`src/rtl/bias_pkg.sv`:
```
// bias_pkg: shared types and arithmetic helpers for the bias add stage.
//   bias_sm_t  : 16-bit sign-magnitude bias word.
//   sm_to_tc   : sign-magnitude -> two's complement; negative zero maps to 0.
//   sat_trunc  : treats value as an in_w-bit signed number and clips it to
//                the signed out_w range.
// Both helpers work on 64-bit containers, so ACC_W+1 must not exceed 64.
package bias_pkg;

  localparam int BIAS_W_DEF = 16;

  typedef logic [BIAS_W_DEF-1:0] bias_sm_t;

  function automatic logic signed [63:0] sm_to_tc(input logic [63:0] sm, input int width);
    logic [63:0] mag;
    logic [63:0] sgn;
    mag = sm & ((64'd1 << (width - 1)) - 64'd1);
    sgn = (sm >> (width - 1)) & 64'd1;
    // -0 falls out naturally as 0
    if (sgn != 64'd0) return -$signed(mag);
    else return $signed(mag);
  endfunction

  function automatic logic signed [63:0] sat_trunc(input logic signed [63:0] value,
                                                   input int in_w, input int out_w);
    logic signed [63:0] v;
    logic signed [63:0] hi;
    logic signed [63:0] lo;
    v  = (value <<< (64 - in_w)) >>> (64 - in_w);
    hi = (64'sd1 <<< (out_w - 1)) - 64'sd1;
    lo = -hi - 64'sd1;
    if (v > hi) return hi;
    else if (v < lo) return lo;
    else return v;
  endfunction

endpackage

```
`src/rtl/bias_regfile.sv`:
```
// bias_regfile: NUM_CH x BIAS_W bias table.
//   clk, rst       : clock, synchronous active-high reset (clears all entries)
//   wr_en/addr/data: synchronous write port, visible the cycle after the write
//   rd_addr/rd_data: asynchronous read port; a same-cycle write is not yet
//                    visible, so a colliding read returns the old entry
module bias_regfile #(
  parameter int NUM_CH = 32,
  parameter int BIAS_W = 16,
  parameter int AW     = $clog2(NUM_CH)
) (
  input  logic              clk,
  input  logic              rst,
  input  logic              wr_en,
  input  logic [AW-1:0]     wr_addr,
  input  logic [BIAS_W-1:0] wr_data,
  input  logic [AW-1:0]     rd_addr,
  output logic [BIAS_W-1:0] rd_data
);

  localparam logic [AW:0] DEPTH = (AW+1)'(NUM_CH);

  logic [NUM_CH-1:0][BIAS_W-1:0] mem;

  always_ff @(posedge clk) begin
    if (rst) mem <= '0;
    else if (wr_en && ({1'b0, wr_addr} < DEPTH)) mem[wr_addr] <= wr_data;
  end

  // out-of-range indices (non power-of-two NUM_CH) read as zero bias
  assign rd_data = ({1'b0, rd_addr} < DEPTH) ? mem[rd_addr] : '0;

endmodule

```
`src/rtl/bias_add_stage.sv`:
```
// bias_add_stage: per-channel bias add, arithmetic shift and saturation in a
// two-stage valid/ready pipeline.
//   clk, rst                  : clock, synchronous active-high reset
//   bias_wr_en/addr/data      : run-time write of a sign-magnitude bias entry
//   in_valid/in_ready/in_data : accumulator stream, one channel per beat
//   in_last                   : last channel of a pixel
//   out_valid/out_ready       : result handshake
//   out_data/out_ch/out_last  : saturated result, its channel, delayed in_last
//   sat_flag                  : out_data was clipped
//   frame_err                 : sticky; in_last disagreed with channel counter
// Build option: define BIAS_ADD_RELU_EN to clamp negative results to 0 after
// saturation (does not affect sat_flag or latency).
module bias_add_stage
  import bias_pkg::*;
#(
  parameter int NUM_CH = 32,
  parameter int ACC_W  = 32,
  parameter int BIAS_W = 16,
  parameter int OUT_W  = 16,
  parameter int SHIFT  = 0
) (
  input  logic                      clk,
  input  logic                      rst,
  input  logic                      bias_wr_en,
  input  logic [$clog2(NUM_CH)-1:0] bias_wr_addr,
  input  logic [BIAS_W-1:0]         bias_wr_data,
  input  logic                      in_valid,
  output logic                      in_ready,
  input  logic [ACC_W-1:0]          in_data,
  input  logic                      in_last,
  output logic                      out_valid,
  input  logic                      out_ready,
  output logic [OUT_W-1:0]          out_data,
  output logic [$clog2(NUM_CH)-1:0] out_ch,
  output logic                      out_last,
  output logic                      sat_flag,
  output logic                      frame_err
);

  localparam int CW = $clog2(NUM_CH);
  localparam logic [CW-1:0] LAST_CH = CW'(NUM_CH - 1);

  logic [BIAS_W-1:0]       rd_bias;
  logic [CW-1:0]           ch_cnt;
  logic                    accept, s1_advance;
  logic                    s1_valid, s1_last;
  logic [CW-1:0]           s1_ch;
  logic signed [ACC_W-1:0] s1_data;
  logic signed [ACC_W:0]   s1_bias, bias_tc;
  logic signed [ACC_W:0]   sum, shr;
  logic signed [63:0]      shr64, sat64;
  logic [OUT_W-1:0]        res;
  logic                    clip;

  bias_regfile #(.NUM_CH(NUM_CH), .BIAS_W(BIAS_W), .AW(CW)) u_regfile (
    .clk     (clk),
    .rst     (rst),
    .wr_en   (bias_wr_en),
    .wr_addr (bias_wr_addr),
    .wr_data (bias_wr_data),
    .rd_addr (ch_cnt),
    .rd_data (rd_bias)
  );

  assign s1_advance = !out_valid || out_ready;
  assign in_ready   = !s1_valid || s1_advance;
  assign accept     = in_valid && in_ready;
  assign bias_tc    = (ACC_W+1)'(sm_to_tc(64'(rd_bias), BIAS_W));

  // stage 1: capture beat plus its bias, track channel and framing
  always_ff @(posedge clk) begin
    if (rst) begin
      ch_cnt    <= '0;
      frame_err <= 1'b0;
      s1_valid  <= 1'b0;
      s1_data   <= '0;
      s1_bias   <= '0;
      s1_ch     <= '0;
      s1_last   <= 1'b0;
    end else begin
      if (in_ready) s1_valid <= in_valid;
      if (accept) begin
        s1_data <= $signed(in_data);
        s1_bias <= bias_tc;
        s1_ch   <= ch_cnt;
        s1_last <= in_last;
        ch_cnt  <= (in_last || ch_cnt == LAST_CH) ? '0 : ch_cnt + 1'b1;
        if (in_last != (ch_cnt == LAST_CH)) frame_err <= 1'b1;
      end
    end
  end

  // stage 2 datapath: ACC_W+1 bits hold any acc + bias sum without overflow
  always_comb begin
    sum   = {s1_data[ACC_W-1], s1_data} + s1_bias;
    shr   = sum >>> SHIFT;
    shr64 = 64'(shr);
    sat64 = sat_trunc(shr64, ACC_W + 1, OUT_W);
    clip  = (sat64 != shr64);
    res   = sat64[OUT_W-1:0];
`ifdef BIAS_ADD_RELU_EN
    if (res[OUT_W-1]) res = '0;
`endif
  end

  always_ff @(posedge clk) begin
    if (rst) begin
      out_valid <= 1'b0;
      out_data  <= '0;
      out_ch    <= '0;
      out_last  <= 1'b0;
      sat_flag  <= 1'b0;
    end else if (s1_advance) begin
      out_valid <= s1_valid;
      if (s1_valid) begin
        out_data <= res;
        out_ch   <= s1_ch;
        out_last <= s1_last;
        sat_flag <= clip;
      end
    end
  end

endmodule
```
`config.mk`:
```
export PLATFORM = sky130hd
export DESIGN_NAME = bias_add_stage
export DESIGN_NICKNAME = d
export VERILOG_FILES = /design/src/rtl/bias_pkg.sv /design/src/rtl/bias_regfile.sv /design/src/rtl/bias_add_stage.sv
export SDC_FILE = /design/constraint.sdc
export NUM_CORES = 1
export LEC_CHECK = 0
export ABC_AREA = 1
export BUFFER_PORTS_ARGS = -buffer_cell sky130_fd_sc_hd__buf_4
export CORE_MARGIN = 2
export CORE_UTILIZATION = 59
export DETAILED_ROUTE_END_ITERATION = 6
export PLACE_DENSITY = 0.83
export SLEW_MARGIN = 25
export SYNTH_ARGS = -nofsm -noshare
export SYNTH_HDL_FRONTEND = slang
export SYNTH_SLANG_ARGS = --single-unit
```
`constraint.sdc`:
```
create_clock -name clk -period 9.1 [get_ports clk]
set_input_delay 0 -clock clk [delete_from_list [all_inputs] [get_ports clk]]
set_output_delay 0 -clock clk [all_outputs]
set_load 0.03 [all_outputs]
```
==> metrics.csv, run 1 <==
metric,value,unit
run status,"complete, but fails checks",
failing checks,design-rule violations,
CTS Buffer Depth,3,
DR DRC count,1,
pwr dens,186,mW/mm^2
most area-consuming cells after synthesis,"dfxtp_1, nor2_1, o21ai_0, nand2_1, inv_1",
synthesized net count,4542,
Synth Instances,4444,
Critical path origin,ch_cnt[1],
Final Worst Setup Slack,4.41,ns
total CTS buffers,60,
All-Layer GR Usage,0.366,
Comb pwr share,0.110,
via-per-instance ratio,5.95,
CP max FO,76,
Post-Syn Area,0.0292,sq mm
period utilisation layout,0.516,
dpl cell area,0.0297,sq mm
CP max stage delay,0.79,ns
number of antenna violations at the first check in global routing,2,
layout cells sized above 1,0.0599,
static leakage,14.5,nW
Hold Path Class,input port to register,
final slew viol count,0,
async set-reset flop share out of synthesis,0,
RSZ-0062 raised after global routing,no,
Max Cap Viol,0,
Sink Count,610,
iteration count of the initial detailed-routing pass,7,
Core Rows,81,
grt ovf,0,
WP data arrival,5.20,ns
most frequent cells in the layout,"nor2_1, o21ai_0, dfxtp_1, nand2_1, inv_1",
port bufs,84,
vias in the first global route,27833,
post-layout util,0.661,
I/O pin total,85,
internal power,4.40,mW
"Seq/Total Area, Yosys",0.419,
area grow syn2layout,10.7,%
min-delay src,in_valid,
Chip Width,226,um
Setup WS pre-CTS,4.63,ns
Switch Pwr,1.59,mW
chip height,226,um
"EDFF count, synth",0,
Cell variety after synth,41,
Net Sw Frac,0.265,
final hold violation count,0,
Yosys warnings,0,
CTS tree,yes,
setup TNS,0,ns
clock root cell,clkbuf_16,
critical path data required time,9.60,ns
Filler cells,4241,
"Primary FF master, synth",dfxtp_1,
DP HPWL,56300,um
clk_skew,0.0370,ns
"most common cell after layout, fill and taps aside",nor2_1,
#FFs+latches synth,610,
clock share of power,0.429,
Detail Route Antenna Nets,0,
1st-iter DRT viols,4200,
GPL Wtd Cong,0.973,
Worst-path clk slew,0.06,ns
critical path class,register to register,
core area,0.0488,sq mm
"Critical Path, Cell by Cell",buf_4 > inv_4 > buf_4 > o211ai_1 > nand3_1 > nand3_1 > nand3_1 > nand2_1 > ha_1 > nand3_2 > nor2_2 > nand4_2 > nor2_1 > ha_1 > o21ai_0 > a21oi_1,
Avg Inst Size Synth,6.56,sq um
wire per inst,18.8,um
startpoint types,register,
htree depth,2,
Worst VDD drop,0.169,mV
worst skew pair latency,0.66,ns
final critical-path required period,4.69,ns
vias,30316,
"wirelength, routed",95800,um
worst slew pin tran,1.08,ns
die area,0.0512,sq mm
Rel. slew slack,0.283,
"CP delay by family, top",buffers and inverters,
cell mode on critical path,nand3_1,
Crit. End Element,register,
first-pass GRT wire length,149000,um
dominant cell type by area after synthesis,dfxtp_1,
fin area,0.0323,sq mm
R2R Path Start,ch_cnt[1],
Reg power frac,0.462,
top-area cell type share of the netlist area,0.419,
CP max stage cell,buf_4,
Starting Density,0.597,
Buf/Inv on CP,3,
largest net degree at the start of global routing,268,
cts repair resizes,0,
nets,4478,
Final Setup Violations,0,
Fmax,0.213,GHz
## Yosys cell counts (all sizes together) (2+ instances only)
master / count
a211oi: 5
a21oi: 134
a31oi: 15
and2: 2
buf: 83
clkbuf: 226
clkinv: 7
dfxtp: 610
ha: 38
inv: 243
nand2: 496
nand3: 153
nand3b: 15
nand4: 17
nor2: 1412
nor3: 19
o211ai: 34
o21ai: 849
o21bai: 2
o221ai: 18
o22ai: 32
or2: 17
xnor2: 7
xor2: 5
## timing repair
action,in CTS,in global routing
setup buffers,0,0
hold buffers,54,0
hold endpoints to repair,571,0
## tightest hold or removal path, stage by stage
cell and delay [ns]:
buf_4 0.08, nand2_2 0.04, buf_4 0.29, nand2_1 0.14, a21oi_1 0.06
## cell families after synthesis
kind of cell	count (synthesis)	share of synthesized area
flip-flops	610	0.419
buffers and inverters	559	0.0761
XOR/XNOR	12	0.00360
AND/OR/NAND/NOR	2131	0.288
adder cells (fa/ha/maj)	39	0.0170
AO/OA/AOI/OAI	1093	0.197
## layout make-up
class	instances	area, sq um	share of cell area
antenna	2	5.00	0.000155
clock buffer	91	1810	0.0560
clock inverter	17	206	0.00640
inverter	250	953	0.0295
multi-input combinational	3275	14700	0.456
sequential	610	12200	0.379
tap	664	831	0.0257
timing repair buffer	183	1520	0.0471
## power by group through the flow
| stage | Clock, mW | Sequential, mW | Combinational (mW) |
|---|---|---|---|
| finish | 2.57 | 2.77 | 0.657 |
| global route | 2.67 | 2.77 | 0.716 |
| CTS | 2.56 | 2.76 | 0.634 |
| detailed placement | 0 | 2.82 | 0.611 |
| global placement | 0 | 2.82 | 0.605 |
| floorplan | 0 | 2.82 | 0.423 |
## routing by layer
layer | vias to the layer above | track usage | part of all wire
met3 | 368 | 0.0687 | 0.11
met1 | 13816 | 0.474 | 0.40
met2 | 1856 | 0.574 | 0.44
met5 | - | 0 | 0
li1 | 14276 | - | -
met4 | 0 | 0.205 | 0.057
## final timing paths
kind / to / slack, ns / cells past startpoint
worst max-delay path: s1_bias[14] / 4.41 / 16
worst min-delay path: s1_ch[0] / 0.02 / 5
worst max register to register: s1_bias[14] / 4.41 / 16
worst min register to register: u_regfile.mem[11] / 0.45 / 2
## flip-flops by register name (all words and copies together) (netlist names)
register and count:
ch_cnt 5, s1_valid 1, s1_ch 5, out_ch 5, sat_flag 1, u_regfile.mem 512
s1_bias 29, frame_err 1, out_last 1, s1_data 32, s1_last 1, out_data 16
out_valid 1
## through the flow
step | hold WS, ns | power [mW] | std cells
2_1_floorplan | 0.135 | 3.25 | 4444
3_3_place_gp | 0.252 | 3.43 | 4928
3_5_place_dp | 0.258 | 3.43 | 4928
4_1_cts | 0.000709 | 5.96 | 5090
5_1_grt | 0.0565 | 6.16 | 5090
6_report | 0.0187 | 5.99 | 5092
Note: power is estimated with default switching activity, not from simulation.
==> run 2, diff against run 1 <==
Settings changed: ABC_AREA 1 to 0, CORE_UTILIZATION 59 to 56.
Clock period 9.1 ns to 3.95 ns, I/O delays scaled along.
==> metrics.csv, run 2 <==
metric,value,unit
run status,"complete, no violations",
worst slew pin tran,0.922,ns
clock root cell,clkbuf_16,
Sink Count,610,
worst r2r dst,out_data[15],
wire per inst,19.5,um
vias,25197,
DP HPWL,51900,um
Detail Route Antenna Nets,0,
Post-Syn Area,0.0278,sq mm
"setup slack, reg-to-reg",0.04,ns
setup TNS,0,ns
startpoint types,register,
WP data arrival,4.46,ns
Largest Register,u_regfile.mem,
FF-to-FF path depth,16,
Hold WS,0.115,ns
Fmax,0.256,GHz
number of antenna violations at the first check in global routing,0,
Net Sw Frac,0.243,
"wirelength, routed",82000,um
dpl cell area,0.0297,sq mm
1st-iter DRT viols,2699,
CP max stage cell,a2111o_1,
synthesized net count,3447,
"EDFF count, synth",0,
post-layout util,0.671,
Largest regs,"u_regfile.mem: 512 flops, s1_data: 32 flops, s1_bias: 29 flops",
layout cells sized above 1,0.174,
GPL Wtd Cong,0.942,
DP Cell Count,3996,
port bufs,84,
R2R Path Start,s1_data[3],
Core Rows,81,
Hold Path Class,input port to register,
Inserted Diodes,0,
final slew viol count,0,
core area,0.0491,sq mm
pwr dens,392,mW/mm^2
Finished Layout Cells,4201,
htree depth,2,
CP max FO,3,
"Primary FF master, synth",dfxtp_1,
die area,0.0515,sq mm
Avg Inst Size Synth,8.31,sq um
area of the multi-input gates,0.0149,sq mm
I/O pin total,85,
critical path class,register to register,
worst skew pair latency,0.65,ns
via-per-instance ratio,6.00,
All-Layer GR Usage,0.314,
most area-consuming cells after synthesis,"dfxtp_1, nand2_1, mux4_2, a21oi_1, clkbuf_1",
#FFs+latches synth,610,
iteration count of the initial detailed-routing pass,5,
Worst-path clk slew,0.07,ns
chip height,227,um
RSZ-0062 raised after global routing,yes,
Rel. slew slack,0.383,
Comb pwr share,0.075,
most common cell in the synthesized netlist,nand2_1,
"Seq/Total Area, Yosys",0.439,
critical path data required time,4.51,ns
async set-reset flop share out of synthesis,0,
area grow syn2layout,18.2,%
largest net degree at the start of global routing,188,
period utilisation layout,0.990,
DR DRC count,0,
Max Cap Viol,0,
Final Setup Violations,0,
"most common cell after layout, fill and taps aside",nand2_1,
CTS tree,yes,
Yosys warnings,0,
fin area,0.0329,sq mm
clk_skew,0.0235,ns
Starting Density,0.567,
most frequent cells in the layout,"nand2_1, a21oi_1, dfxtp_1, buf_4, mux4_2",
Crit. End Element,register,
dominant cell type by area after synthesis,dfxtp_1,
Reg power frac,0.487,
Chip Width,227,um
"Critical Path, Cell by Cell",ha_4 > o211ai_1 > buf_4 > o21ai_4 > a211oi_2 > a2111o_1 > and3_4 > or2_4 > nor4_4 > nor2b_2 > nand4b_1 > ha_1 > o21ba_2 > or3_1 > or3_1 > a31oi_1,
Worst setup endpoint,out_data[15],
Filler cells,3852,
Worst VDD drop,0.375,mV
vias in the first global route,24611,
top-area cell type share of the netlist area,0.439,
synth cell count leaders,"nand2_1, a21oi_1, dfxtp_1",
Cell variety after synth,78,
first-pass GRT wire length,128000,um
final critical-path required period,3.91,ns
max FFs per register,512,
internal power,9.75,mW
register area,0.0122,sq mm
cell mode on critical path,or3_1,
clock share of power,0.438,
static leakage,11.4,nW
Synth Instances,3349,
Switch Pwr,3.13,mW
nets,3589,
final hold violation count,0,
total CTS buffers,58,
grt ovf,0,
CTS Buffer Depth,3,
hold path depth,6,
Critical path origin,s1_data[3],
CP max stage delay,0.45,ns
## run 2: changes by cell type in the layout (fill, tap and decap cells not counted), moves of 108 or more
| cell | change |
|---|---|
| mux4_2 | +160 |
| inv_1 | -222 |
| buf_4 | +108 |
| nand2_1 | +723 |
| nand3_1 | -135 |
| o21ai_0 | -795 |
| nor2_1 | -1284 |
| a21oi_1 | +474 |
## run 2: logic make-up (layout without fill, tap and decap cells)
family | Yosys count | after routing | synth area share
AO/OA/AOI/OAI | 758 | 758 | 0.149
XOR/XNOR | 30 | 30 | 0.00944
adder cells (fa/ha/maj) | 39 | 39 | 0.0178
AND/OR/NAND/NOR | 1462 | 1462 | 0.208
multiplexers | 178 | 178 | 0.137
flip-flops | 610 | 610 | 0.439
buffers and inverters | 272 | 460 | 0.0404
## run 2: power by group through the flow
stage	registers (mW)	clock network (mW)	logic, mW
detailed placement	6.41	0	0.852
global placement	6.41	0	0.844
global route	6.28	5.94	1.03
CTS	6.27	5.68	0.927
floorplan	6.43	0	0.531
finish	6.28	5.64	0.961
## run 2: final cells by class
| cell class | count | share of cell area |
|---|---|---|
| clock buffers | 81 | 0.0520 |
| flip-flops and latches | 610 | 0.372 |
| well taps | 664 | 0.0253 |
| repair buffers | 337 | 0.0893 |
| multi-input cells | 2467 | 0.452 |
| inverters | 17 | 0.00194 |
| clock inverters | 25 | 0.00719 |
## run 2: worst min path at each step
stage                                     to  slack [ns]       startpoint
after floorplan           u_regfile.mem[259]        0.14  bias_wr_data[3]
after detailed placement         s1_data[30]        0.26      in_data[30]
final                     u_regfile.mem[331]        0.11       bias_wr_en
after global placement           s1_data[30]        0.25      in_data[30]
after CTS                 u_regfile.mem[331]        0.08       bias_wr_en
after global routing      u_regfile.mem[331]        0.15       bias_wr_en
## run 2: repair_timing
action | 4_1_cts | 5_1_grt
pin swaps | 20 | 26
setup buffers | 5 | 9
hold buffers | 85 | 0
gates resized for setup | 24 | 49
hold endpoints to repair | 570 | 0
endpoints found under the setup margin | 1 | 17
cloned | 0 | 0
## run 2: metrics by stage
step	setup WS, ns	power (mW)
2_1_floorplan	0.0138	6.96
3_3_place_gp	-0.0763	7.25
3_5_place_dp	-0.149	7.26
4_1_cts	0.00120	12.9
5_1_grt	-0.186	13.3
6_report	0.0411	12.9
## run 2: per-layer routing
| layer | GRT usage | vias up | wire (um) |
|---|---|---|---|
| met1 | 0.400 | 12075 | 32400 |
| met4 | 0.151 | 0 | 3360 |
| li1 | - | 11682 | - |
| met5 | 0 | - | 0 |
| met3 | 0.0499 | 203 | 7090 |
| met2 | 0.526 | 1237 | 39100 |
## run 2: worst max-delay path: cells and delay by family, from the launching register on
kind	cells	cell delay, ns
adders and majority gates	2	0.57
DFF	1	0.34
buffers and inverters	1	0.16
and+or+nand+nor	7	1.55
AOI/OAI and AO/OA	6	1.19
